### src/rtl/watch_ctrl.sv
// Stopwatch control sequencer: turns button/switch levels into run, clear and
// digit-load commands for the time counter, plus the display blink mask.
module watch_ctrl #(
    parameter int unsigned SEC_TENS_MAX = 5,
    parameter int unsigned MIN_TENS_MAX = 5,
    parameter int unsigned UNITS_MAX    = 9
) (
    input  logic       clk,
    input  logic       rst,
    input  logic       btn_reset,
    input  logic       btn_pause,
    input  logic       adj,
    input  logic [1:0] sel,
    input  logic [3:0] num,
    input  logic       tick_blink,
    output logic       run,
    output logic       clr,
    output logic       load,
    output logic [1:0] load_sel,
    output logic [3:0] load_val,
    output logic [3:0] blink_mask
);

    localparam logic [3:0] SEC_TENS_LIM = 4'(SEC_TENS_MAX);
    localparam logic [3:0] MIN_TENS_LIM = 4'(MIN_TENS_MAX);
    localparam logic [3:0] UNITS_LIM    = 4'(UNITS_MAX);

    typedef enum logic [1:0] {
        IDLE    = 2'd0,
        RUNNING = 2'd1,
        ADJUST  = 2'd2
    } state_t;

    state_t     state_q, state_d;
    logic       rst_hist_q, rst_hist_d;
    logic       pause_hist_q, pause_hist_d;
    logic       rst_press_q, rst_press_d;
    logic       pause_press_q, pause_press_d;
    logic       adj_q, adj_d;
    logic [1:0] sel_q, sel_d;
    logic [3:0] num_q, num_d;
    logic       tick_q, tick_d;
    logic [1:0] sel_prev_q, sel_prev_d;
    logic [3:0] num_prev_q, num_prev_d;
    logic       phase_q, phase_d;
    logic       run_q, run_d;
    logic       clr_q, clr_d;
    logic       load_q, load_d;
    logic [1:0] load_sel_q, load_sel_d;
    logic [3:0] load_val_q, load_val_d;
    logic [3:0] blink_mask_q, blink_mask_d;

    logic [3:0] digit_max;
    logic [3:0] clamped_num;
    logic       entering_adjust;

    // Inputs are sampled once so every decision below sees a stable, registered view.
    always_comb begin
        rst_hist_d    = btn_reset;
        pause_hist_d  = btn_pause;
        rst_press_d   = btn_reset & ~rst_hist_q;
        pause_press_d = btn_pause & ~pause_hist_q;
        adj_d         = adj;
        sel_d         = sel;
        num_d         = num;
        tick_d        = tick_blink;
        sel_prev_d    = sel_q;
        num_prev_d    = num_q;
    end

    always_comb begin
        state_d = state_q;
        unique case (state_q)
            IDLE: begin
                if (adj_q)              state_d = ADJUST;
                else if (pause_press_q) state_d = RUNNING;
            end
            RUNNING: begin
                if (adj_q)              state_d = ADJUST;
                else if (pause_press_q) state_d = IDLE;
            end
            ADJUST: begin
                if (!adj_q)             state_d = IDLE;
            end
            default:                    state_d = IDLE;
        endcase
    end

    always_comb begin
        digit_max = UNITS_LIM;
        unique case (sel_q)
            2'd1:    digit_max = SEC_TENS_LIM;
            2'd3:    digit_max = MIN_TENS_LIM;
            default: digit_max = UNITS_LIM;
        endcase
        clamped_num = (num_q > digit_max) ? digit_max : num_q;
    end

    // Load fires on ADJUST entry and whenever the sampled digit select or value moves.
    always_comb begin
        entering_adjust = (state_d == ADJUST) && (state_q != ADJUST);
        run_d           = (state_d == RUNNING);
        clr_d           = rst_press_q;
        load_d          = (state_d == ADJUST) &&
                          (entering_adjust || (sel_q != sel_prev_q) || (num_q != num_prev_q));
        load_sel_d      = load_d ? sel_q : load_sel_q;
        load_val_d      = load_d ? clamped_num : load_val_q;

        phase_d = phase_q;
        if (entering_adjust)
            phase_d = 1'b1;
        else if ((state_q == ADJUST) && tick_q)
            phase_d = ~phase_q;

        blink_mask_d = 4'b0000;
        if ((state_d == ADJUST) && !phase_d)
            blink_mask_d = 4'b0001 << sel_q;
    end

    always_ff @(posedge clk or negedge rst) begin
        if (!rst) begin
            state_q       <= IDLE;
            rst_hist_q    <= 1'b0;
            pause_hist_q  <= 1'b0;
            rst_press_q   <= 1'b0;
            pause_press_q <= 1'b0;
            adj_q         <= 1'b0;
            sel_q         <= 2'd0;
            num_q         <= 4'd0;
            tick_q        <= 1'b0;
            sel_prev_q    <= 2'd0;
            num_prev_q    <= 4'd0;
            phase_q       <= 1'b1;
            run_q         <= 1'b0;
            clr_q         <= 1'b0;
            load_q        <= 1'b0;
            load_sel_q    <= 2'd0;
            load_val_q    <= 4'd0;
            blink_mask_q  <= 4'd0;
        end else begin
            state_q       <= state_d;
            rst_hist_q    <= rst_hist_d;
            pause_hist_q  <= pause_hist_d;
            rst_press_q   <= rst_press_d;
            pause_press_q <= pause_press_d;
            adj_q         <= adj_d;
            sel_q         <= sel_d;
            num_q         <= num_d;
            tick_q        <= tick_d;
            sel_prev_q    <= sel_prev_d;
            num_prev_q    <= num_prev_d;
            phase_q       <= phase_d;
            run_q         <= run_d;
            clr_q         <= clr_d;
            load_q        <= load_d;
            load_sel_q    <= load_sel_d;
            load_val_q    <= load_val_d;
            blink_mask_q  <= blink_mask_d;
        end
    end

    assign run        = run_q;
    assign clr        = clr_q;
    assign load       = load_q;
    assign load_sel   = load_sel_q;
    assign load_val   = load_val_q;
    assign blink_mask = blink_mask_q;

endmodule

### config.mk
export PLATFORM = sky130hd
export DESIGN_NAME = watch_ctrl
export DESIGN_NICKNAME = d
export VERILOG_FILES = /design/src/rtl/watch_ctrl.sv
export SDC_FILE = /design/constraint.sdc
export NUM_CORES = 1
export LEC_CHECK = 0
export CAP_MARGIN = 25
export CORE_MARGIN = 2
export CORE_UTILIZATION = 59
export DETAILED_ROUTE_END_ITERATION = 7
export DONT_BUFFER_PORTS = 1
export PLACE_DENSITY = 0.74
export SKIP_LAST_GASP = 1
export SYNTH_ARGS = -nofsm -noshare
export SYNTH_HDL_FRONTEND = slang
export SYNTH_SLANG_ARGS = --single-unit
### constraint.sdc
create_clock -name clk -period 2.5 [get_ports clk]
set_input_delay 0.5 -clock clk [delete_from_list [all_inputs] [get_ports clk]]
set_output_delay 0.5 -clock clk [all_outputs]
set_load 0.03 [all_outputs]
== Word-level counts from Yosys, hierarchy flattened ==
Cells that the tools add are included.

* Logic and storage cells: 54
* Output and inout bits: 13
* Flip-flop bits (word level): 34
* Input port bits: 12

* Shifts and indexed selects: 1
* $lt $le $gt $ge: 1
* Bitwise operators: 5
* Eq/ne operators: 9
* Reductions and logical operators: 9
* Muxes and demuxes: 11

{| class="wikitable"
|+ Operators by type and width
! cell !! count
|-
| 4-bit 2-to-1 mux || 3
|-
| 2-bit 2-to-1 mux || 5
|-
| 2-bit by 1-bit equality test with 1-bit output (second input constant) || 3
|-
| 2-bit equality test (second input constant) || 3
|-
| 2-bit case mux with 3 select lines || 1
|-
| 4-bit > comparator || 1
|-
| 1-bit logical AND || 4
|-
| 4-bit inequality test || 1
|-
| 1-bit by 2-bit left shift with 4-bit output (first input constant) || 1
|-
| 1-bit NOT || 3
|-
| 1-bit AND || 2
|-
| 2-bit logical NOT || 1
|-
| 1-bit logical OR || 2
|-
| 1-bit 2-to-1 mux || 2
|-
| 2-bit inequality test || 1
|-
| 2-bit inequality test (second input constant) || 1
|-
| 2-bit OR reduction || 1
|-
| 1-bit logical NOT || 1
|}

== Depth between registers and ports, before layout ==
Gate-level depths: netlist of the first run.

* Word-level depth: 9
* Gate-level depth with buffers: 6
* Depth with buffers taken out: 6

== Worst setup path after synthesis of the first run ==
No wires, ideal clock.

* Path type: register -> register
* From: register sel_q[0] (netlist: sel_prev_d[0])
* To: register load_val_q[3] (netlist: load_val[3])
* Slack: 0.520 ns
* Period minus slack after synthesis: 1.980 ns
* Stages on the path, launching flop included: 7
* Arrival time: 1.855 ns
* Setup time: 0.125 ns
* Path buffers: 0
* Cell sequence: dfrtp_1 > inv_1 > ha_1 > and4b_1 > nor3_1 > mux2_2 > mux2_2

* Longest elaborated chain between the ends: 5
* Elaborated cells on any way between the ends: 10
* Those cells by class: order compare: 1; eq/ne: 3; mux: 2; reduce/logical: 4

{| class="wikitable"
|+ Ends and longest elaborated chain
! what !! line !! RTL
|-
| from (decl) || 40 || <nowiki>logic [1:0] sel_q, sel_d;</nowiki>
|-
| from (signal assigned) || 147 || <nowiki>sel_q <= sel_d;</nowiki>
|-
| 2-bit equality test or 2-bit by 1-bit equality test with 1-bit output (tied branches) || 91 || <nowiki>unique case (sel_q)</nowiki>
|-
| 2-bit OR reduction (no line) || n/a ||
|-
| 4-bit 2-to-1 mux || 91 ||
|-
| 4-bit > comparator || 96 || <nowiki>clamped_num = (num_q > digit_max) ? digit_max : num_q;</nowiki>
|-
| 4-bit 2-to-1 mux || 96 ||
|-
| to (signal assigned) || 157 || <nowiki>load_val_q <= load_val_d;</nowiki>
|-
| to (decl) || 50 || <nowiki>logic [3:0] load_val_q, load_val_d;</nowiki>
|}

Parallel ways exist; a longest one is shown, timed or not.
A chain may end at the register's enable or synchronous reset.

== Worst setup path in the final report of the first run ==
Same ends and word-level chain as after synthesis.

==> flow_summary_export.csv, run 1 <==
group,metric,value,unit
grt,grt_start_max_net_pins,34,
timing,clock_skew,0.00957,ns
routing,dr.pass1.iters,2,
power,switchingPower,0.000282,W
timing,setup_violations,0,
die,die_area,0.00245,sq mm
grt,grtUsageTotal,17.1,%
grt,grt_remaining_overflow,0,
die,dieWidth,49.5,um
status,outcome,"finished, final reports clean",
routing,via_per_inst,5.36,
power,peakVddDrop,653,uV
clock_tree,clk-insertion-delay-late,0.32,ns
power,pwr-share-comb,8.2,%
synth,synthTopCellsByArea,"dfrtp_1, mux2_2, xnor2_1",
worst_setup_path,worstPathRequired,2.72,ns
cells_and_area,area_growth,11.0,%
cells_and_area,layout-drive-gt1-share,21.1,%
routing,vias,627,
timing,hold_viol,0,
synth,netlist_top_cells_count,"dfrtp_1, nor3_1, mux2_2",
timing,slew_headroom,62.4,%
routing,drc,0,
grt,grt_pass1_vias,652,
worst_setup_path,cp_top_family,"multiplexers",
clock_tree,postCtsHoldBufs,2,
timing,tightest_slew,0.563,ns
placement,place_area,0.00125,sq mm
synth,ys_seq_elements,34,
synth,synth_edf_count,0,
flow_run,cap_violations,0,
routing,wl_per_cell,15.1,um
timing,finalCritPeriodShare,86.1,%
clock_tree,clk_pin_slew,0.11,ns
placement,dp_hpwl,1190,um
synth,synth_warnings,0,
clock_tree,cts_buffer_depth,2,
power,clock_power_share,29.3,%
clock_tree,post_cts_resized,0,
routing,wirelength,1760,um
clock_tree,clock-sinks,34,
power,swShare,26.8,%
timing,timing.fmax,465,MHz
synth,synth_top_cell_by_area,"dfrtp_1",
cells_and_area,antenna_cells,0,
hold_path,hp-class,"input pin to flop",
power,p_leak,0.613,nW
timing,whs,0.197,ns
synth,synth-seq-area-share,69.9,%
worst_setup_path,path_cells,"inv_1, ha_1, and4b_1, nor3_1, mux2_2, mux2_2",
die,ios,25,
timing,tns,0,ns
grt,grt_pass1_wl,3040,um
timing,rsz0062_at_grt,"false",
clock_tree,cts_made_buffers,5,
synth,synthArstFlopShare,100,%
die,row_count,16,
synth,yosysTopAreaCellShare,67.8,%
routing,antenna_left,0,
synth,avgSynthCellArea,15.2,sq um
synth,syn-cell-area,0.00122,sq mm
clock_tree,h-tree-depth,2,
worst_setup_path,r2r_slack,0.35,ns
worst_setup_path,critPathBufInv,1,
synth,yosysMostFrequentCell,"dfrtp_1",
worst_setup_path,crit_path_max_incr_delay,0.49,ns
routing,drtIter0Drc,2,
die,initial_core_util,62.1,%
power,power_density,777,mW/mm^2
worst_setup_path,cp_max_fo,8,
cells_and_area,fill_cells,163,
worst_setup_path,slowest_stage,"dfrtp_1",
clock_tree,cts_tree,"yes",
timing,final.setup.worst_slack,0.348,ns
worst_setup_path,crit_type,"flop to flop",
worst_setup_path,crit_top_cell,"mux2_2",
worst_setup_path,start_kind,"flop",
clock_tree,post_cts_buffers,0,
cells_and_area,finalInstanceArea,0.00135,sq mm
die,die_h,49.5,um
power,internal-power,0.000769,W
grt,antenna_found_initial,0,
clock_tree,clock-root-buffer,"clkbuf_4",
timing,period_minus_slack,2.15,ns
placement,gp_congestion,0.793,
worst_setup_path,critical_path_arrival,2.37,ns
synth,syn_inst,80,
timing,maxSlewViolCount,0,
synth,ys.flop_type,"dfrtp_1",
cells_and_area,num-nets-final,103,
placement,numPortBuffers,0,
synth,ys_types,20,
synth,syn_nets,94,
worst_setup_path,end_kind,"flop",
power,power.share.sequential,62.5,%
placement,place_ws,0.359,ns
die,core-area,0.00196,sq mm
-- placed cells by master, fill, tap and decap left out, drive strengths merged, types with 2 or more instances in the layout --
| cell | count |
|---|---|
| xor2 | 3 |
| nor3 | 8 |
| clkbuf | 6 |
| nor2 | 2 |
| inv | 4 |
| ha | 2 |
| dfrtp | 33 |
| nor2b | 4 |
| mux2 | 7 |
| dlygate4sd3 | 2 |
| xnor2 | 6 |
-- final timing paths --
path	startpoint	to	cells after the start
worst max-delay path	sel_prev_d[0]	load_val[3]	6
worst min-delay path	sel[0]	sel_prev_d[0]	0
worst max register to register	sel_prev_d[0]	load_val[3]	6
worst min register to register	clr_d	clr	0
max in group asynchronous	rst	load_val[0]	2
min in group asynchronous	rst	phase_q	1
-- final cells by class --
| class | count | area, sq um | share of cell area (%) |
|---|---|---|---|
| Tap cell | 27 | 33.8 | 2.50 |
| Clock buffer | 6 | 51.3 | 3.79 |
| Timing Repair Buffer | 3 | 40.0 | 2.96 |
| Inverter | 4 | 15.0 | 1.11 |
| Sequential cell | 34 | 852 | 63.0 |
| Multi-Input combinational cell | 41 | 348 | 25.7 |
| Clock inverter | 2 | 12.5 | 0.925 |
-- power by group through the flow --
stage	registers (W)	logic, W	clock network (W)
finish	0.000657	0.0000863	0.000307
CTS	0.000657	0.0000860	0.000321
global placement	0.000667	0.0000673	0
global route	0.000663	0.0000971	0.000347
floorplan	0.000660	0.0000615	0
detailed placement	0.000668	0.0000704	0
-- registers in the layout, indices dropped and copies added, names as in the netlist, 2 cells and up --
register    flops
blink_mask      4
load_val        4
num_prev_d      4
num_prev_q      4
load_sel        2
sel_prev_d      2
sel_prev_q      2
state_q         2
-- metrics by stage --
stage               utilization [%]  power (W)  cells
floorplan                         -   0.000722     80
global placement               63.6   0.000734    106
detailed placement             63.6   0.000739    106
CTS                            68.4    0.00106    116
global route                   68.9    0.00111    117
finish                         68.9    0.00105    117
-- per-layer routing --
metal | track usage, % | vias to the layer above | wire [um]
li1 | - | 289 | -
met3 | 6.36 | 0 | 91
met4 | 5.56 | 0 | 0
met5 | 0 | - | 0
met1 | 21.9 | 325 | 709
met2 | 27.3 | 13 | 963
-- cells by family after synthesis --
kind of cell / count (synthesis) / synth area share [%]
DFF: 34 / 69.9
and+or+nand+nor: 18 / 8.83
xor gates and xnor gates: 9 / 6.47
muxes: 8 / 7.29
adders and majority gates: 2 / 2.05
AOI/OAI and AO/OA: 4 / 3.90
buffers and inverters: 5 / 1.54
Note: power is estimated with default switching activity, not from simulation.
==> run 2: changes to the inputs <==
--- a/config.mk
+++ b/config.mk
@@ -10,7 +10,7 @@
 export CORE_UTILIZATION = 59
 export DETAILED_ROUTE_END_ITERATION = 7
 export DONT_BUFFER_PORTS = 1
-export PLACE_DENSITY = 0.74
+export PLACE_DENSITY = 0.75
 export SKIP_LAST_GASP = 1
 export SYNTH_ARGS = -nofsm -noshare
 export SYNTH_HDL_FRONTEND = slang
==> run 2 against run 1 <==
  * Clock skew rose by 0.0025 ns
  * Flip-flop and latch count unchanged
  * Cell area shrank 1.0%
  * Cell count down 0.85%
  * Combinational power shrank 2%
  * Fmax down 0.68%
  * Register-to-register slack hardly changed
  * Critical path depth unchanged
  * Clock power is essentially flat
  * Largest power group unchanged
==> flow_summary_export.csv, run 2 (synthesis gave the netlist of run 1 again) <==
group,metric,value,unit
power,pwr-share-comb,8.1,%
hold_path,worstHoldStart,"adj",
status,outcome,"finished, final reports clean",
placement,place_ws,0.353,ns
clock_tree,clk_pin_slew,0.10,ns
clock_tree,clk-insertion-delay-late,0.33,ns
worst_setup_path,path_cells,"inv_1, ha_1, and4b_1, nor3_1, mux2_2, mux2_2",
worst_setup_path,slowest_stage,"dfrtp_1",
clock_tree,cts_buffer_depth,2,
grt,grt_pass1_vias,680,
power,power_density,782,mW/mm^2
placement,numPortBuffers,0,
worst_setup_path,crit_path_max_incr_delay,0.49,ns
cells_and_area,fill_cells,156,
grt,grt_start_max_net_pins,35,
hold_path,whs_endpoint,"adj_q",
routing,wirelength,1830,um
routing,vias,609,
timing,final.setup.worst_slack,0.333,ns
cells_and_area,area_growth,9.86,%
grt,grtUsageTotal,18.5,%
power,clock_power_share,29.1,%
power,peakVddDrop,558,uV
clock_tree,cts_tree,"yes",
routing,via_per_inst,5.25,
grt,antenna_found_initial,0,
grt,grt_pass1_wl,3190,um
power,internal-power,0.000769,W
timing,finalCritPeriodShare,86.7,%
cells_and_area,antenna_cells,0,
clock_tree,clock-sinks,34,
flow_run,cap_violations,0,
timing,hold_viol,0,
power,p_leak,0.610,nW
timing,clock_skew,0.0120,ns
clock_tree,post_cts_buffers,0,
placement,dp_hpwl,1250,um
worst_setup_path,end_kind,"flop",
power,swShare,26.6,%
placement,gp_congestion,0.774,
routing,drc,0,
hold_path,hp-class,"input pin to flop",
cells_and_area,stdcell_count,116,
die,die_area,0.00245,sq mm
power,power.share.sequential,62.8,%
worst_setup_path,crit_top_cell,"mux2_2",
worst_setup_path,critical_path_arrival,2.39,ns
timing,maxSlewViolCount,0,
cells_and_area,multiInputGateArea,348,sq um
cells_and_area,postLayoutCoreUtil,68.2,%
die,initial_core_util,62.1,%
die,dieWidth,49.5,um
die,row_count,16,
cells_and_area,layout-drive-gt1-share,20.2,%
worst_setup_path,worstPathRequired,2.72,ns
power,switchingPower,0.000278,W
routing,antenna_left,0,
routing,drtIter0Drc,0,
die,ios,25,
worst_setup_path,r2r_start,"sel_prev_d[0]",
clock_tree,cts_made_buffers,5,
timing,slew_headroom,61.1,%
timing,tightest_slew,0.582,ns
cells_and_area,num-nets-final,102,
cells_and_area,layout_commonest_cell,"dfrtp_1",
grt,grt_remaining_overflow,0,
cells_and_area,layout_common_cells,"dfrtp_1, nor3_1, mux2_2",
timing,tns,0,ns
clock_tree,post_cts_resized,0,
worst_setup_path,cp_max_fo,8,
clock_tree,h-tree-depth,2,
clock_tree,clock-root-buffer,"clkbuf_4",
timing,period_minus_slack,2.17,ns
clock_tree,postCtsHoldBufs,2,
die,die_h,49.5,um
worst_setup_path,start_kind,"flop",
timing,rsz0062_at_grt,"false",
routing,wl_per_cell,15.8,um
worst_setup_path,r2r_slack,0.33,ns
cells_and_area,register_area,852,sq um
worst_setup_path,r2r_end,"load_val[3]",
routing,dr.pass1.iters,1,
timing,timing.fmax,462,MHz
placement,dp_cells,106,
timing,setup_violations,0,
worst_setup_path,reg2reg_depth,6,
hold_path,whs_path_depth,0,
die,core-area,0.00196,sq mm
worst_setup_path,crit_type,"flop to flop",
-- run 2: worst max-delay path, delay by kind of cell, from the launching register on --
| kind | cells | cell delay [ns] |
|---|---|---|
| simple gates | 2 | 0.51 |
| mux | 2 | 0.63 |
| flops | 1 | 0.49 |
| fa+ha+maj | 1 | 0.31 |
| buf+inv | 1 | 0.13 |
-- run 2: layout make-up --
type / count / area share (%)
Clock buffer: 7 / 4.11
Multi-Input combinational cell: 41 / 26.0
Clock inverter: 1 / 0.374
Inverter: 4 / 1.12
Timing Repair Buffer: 2 / 2.24
Sequential cell: 34 / 63.6
Tap cell: 27 / 2.52
-- run 2: power by group through the flow --
stage | combinational (W) | sequential, W | clock (W)
floorplan | 0.0000615 | 0.000660 | 0
global route | 0.0000964 | 0.000663 | 0.000337
global placement | 0.0000671 | 0.000667 | 0
finish | 0.0000848 | 0.000658 | 0.000304
detailed placement | 0.0000695 | 0.000669 | 0
CTS | 0.0000863 | 0.000658 | 0.000312
-- run 2: layer usage --
layer,wire (um),part of all wire (%),vias up,track usage [%]
met5,0,0,-,0
met4,19,1.0,0,6.94
met3,125,6.8,2,8.79
met2,959,52,18,30.0
met1,728,40,303,21.5
li1,-,-,286,-
-- run 2: worst max-delay path by stage --
stage | startpoint | endpoint | slack [ns]
after floorplan | sel_prev_d[0] | load_val[3] | 0.52
after global placement | sel_prev_d[0] | load_val[3] | 0.44
after detailed placement | sel_prev_d[0] | load_val[3] | 0.35
after CTS | sel_prev_d[0] | load_val[3] | 0.34
after global routing | sel_prev_d[0] | load_val[3] | 0.19
final | sel_prev_d[0] | load_val[3] | 0.33
-- run 2: through the flow --
| step | power, W | cell area, sq um | hold slack (ns) |
|---|---|---|---|
| after floorplan | 0.000722 | 1220 | 0.204 |
| after detailed placement | 0.000739 | 1250 | 0.205 |
| after global routing | 0.00110 | 1340 | 0.156 |
| final | 0.00105 | 1340 | 0.189 |
| after CTS | 0.00106 | 1340 | 0.176 |
| after global placement | 0.000734 | 1250 | 0.205 |
==> variant (settings of run 2) <==
Encoding of `state_t`: now one-hot (3 bits for 3 states).
--- a/src/rtl/watch_ctrl.sv
+++ b/src/rtl/watch_ctrl.sv
@@ -25,10 +25,10 @@
     localparam logic [3:0] MIN_TENS_LIM = 4'(MIN_TENS_MAX);
     localparam logic [3:0] UNITS_LIM    = 4'(UNITS_MAX);
 
-    typedef enum logic [1:0] {
-        IDLE    = 2'd0,
-        RUNNING = 2'd1,
-        ADJUST  = 2'd2
+    typedef enum logic [2:0] {
+        IDLE    = 3'b001,
+        RUNNING = 3'b010,
+        ADJUST  = 3'b100
     } state_t;
 
     state_t     state_q, state_d;
Check against the original RTL: no difference found for any inputs over 10 cycles, from zero or initial values and one cycle with rst low; not proved beyond that.
==> variant against run 2 <==
Clock skew is 1.5 ps higher; global-route usage up 1.1 points; critical path type unchanged; via count increased by 15%; design area up 5.9%; setup slack lost 13 ps; highest routed layer unchanged; sequential cell count rose by 1; area after synthesis rose by 6.5%; largest cell class unchanged; wire length grew 6.1%; cell count increased by 8.6%; count of clock-buffer cells in the layout unchanged.
Power is not compared: it rests on default switching activity, and its combinational part moved more than twofold at a synthesized area within 25%.
==> variant: results (changes against run 2) <==
stage	metric	value	unit	change
route	routed_wl	1.94	mm	+6.1%
cts	clock_latency	330	ps	about the same
grt	globalRouteMet2Util	26.8	%	-3.2 points
place	dpl_cell_area	0.00133	mm²	+6.3%
finish	drive_gt1_share	19.2	%	-1.0 points
sta	skew	13.6	ps	+1.54 ps
logic_synthesis	muxShareOfSynthArea	6.75	%	-0.54 points
pwr	seq-power	0.875	mW	
pwr	ir_drop	0.689	mV	
grt	first_global_vias	730		+7.4%
critical_path	critPathCapture	load_val[3]$_DFFE_PN0P_		
logic_synthesis	ys_types	26		+30%
route	wl_met2	870	µm	-9.3%
sta	finalCritPeriodShare	87.2	%	+0.53 points
critical_path	arrival	2410	ps	+20 ps
logic_synthesis	ys_seq_area_share	67.7	%	-2.2 points
grt	use_met3	12.0	%	+3.2 points
route	met1Wirelength	888	µm	+22%
critical_path	slowest_stage	dfrtp_1		
grt	gr-usage-all-layers	19.6	%	+1.1 points
place	dp_cells	116		+9.4%
critical_path	max_stage_delay	500	ps	
logic_synthesis	syn_nets	104		+11%
worst_hold_path	whs_endpoint	sel_prev_d[1]$_DFF_PN0_		
finish	n_antenna_cell	0		unchanged
sta	worst_pin_slew	443	ps	-139 ps
place	place_ws	313	ps	-40.1 ps
logic_synthesis	synth-compound-area-share	6.85	%	+2.9 points
grt	grt_max_degree	36		+2.9%
run_status	outcome	completed		
logic_synthesis	yosys.cell_count.top_type	dfrtp_1		
route	wl_met3	169	µm	+35%
finish	fill_cells	132		-15%
logic_synthesis	ys_top_cells_by_count	33 x dfrtp_1, 7 x nor3_1, 6 x mux2_2		
grt	met1_usage	25.3	%	+3.8 points
logic_synthesis	synth_area_leaders	dfrtp_1 64%, mux2_2 5.2%, dfstp_2 4.1%		
worst_hold_path	whs_path_depth	0		unchanged
worst_hold_path	min_from	sel[1]		
route	vias_per_cell	5.56		+5.8%
logic_synthesis	post_synth.cell_area_avg	14.4	µm²	-5.4%
logic_synthesis	synthAdderAreaFrac	1.93	%	-0.12 points
place	dp_hpwl	1.31	mm	+5.3%
finish	final_cells	126		+8.6%
logic_synthesis	async_reset_ff_share	100	%	unchanged
finish	nets	112		+9.8%
place	place.gp.congestion	0.709		-8.4%
pwr	combPwrFrac	16.5	%	
grt	grt_pass1_wl	3.50	mm	+9.8%
sta	hold_ws	187	ps	-1.86 ps
logic_synthesis	synth_xor_area_share	5.40	%	-1.1 points
route	drt_pass1_iterations	4		+3
route	drt-initial-drc-count	9		+9
run	cap_violations	0		unchanged
==> variant: changes by cell type after synthesis, moves of 2 or more <==
cell | before | now
a21oi_1 | 1 | 3
xnor2_1 | 6 | 3
nand2b_1 | 0 | 2
xor2_1 | 3 | 5
o21ai_0 | 0 | 2
==> variant: critical path, delay by kind of cell, from the launching register on <==
kind	cells	cell delay, ps
multiplexers	2	640
adder cells (fa/ha/maj)	1	310
AND/OR/NAND/NOR	2	520
flip-flops	1	500
buffers and inverters	1	140
==> variant: layout make-up <==
cell class | count | area [µm²] | area share [%]
Clock inverter | 1 | 5.00 | 0.353
Timing Repair Buffer | 2 | 30.0 | 2.12
Multi-Input combinational cell | 49 | 397 | 28.0
Inverter | 5 | 18.8 | 1.32
Tap cell | 27 | 33.8 | 2.38
Clock buffer | 7 | 55.1 | 3.88
Sequential cell | 35 | 878 | 62.0
==> variant: what timing repair did <==
item | 4_1_cts | 5_1_grt
hold endpoints to repair | 35 | 0
gates resized for setup | 0 | 0
hold buffers | 2 | 0
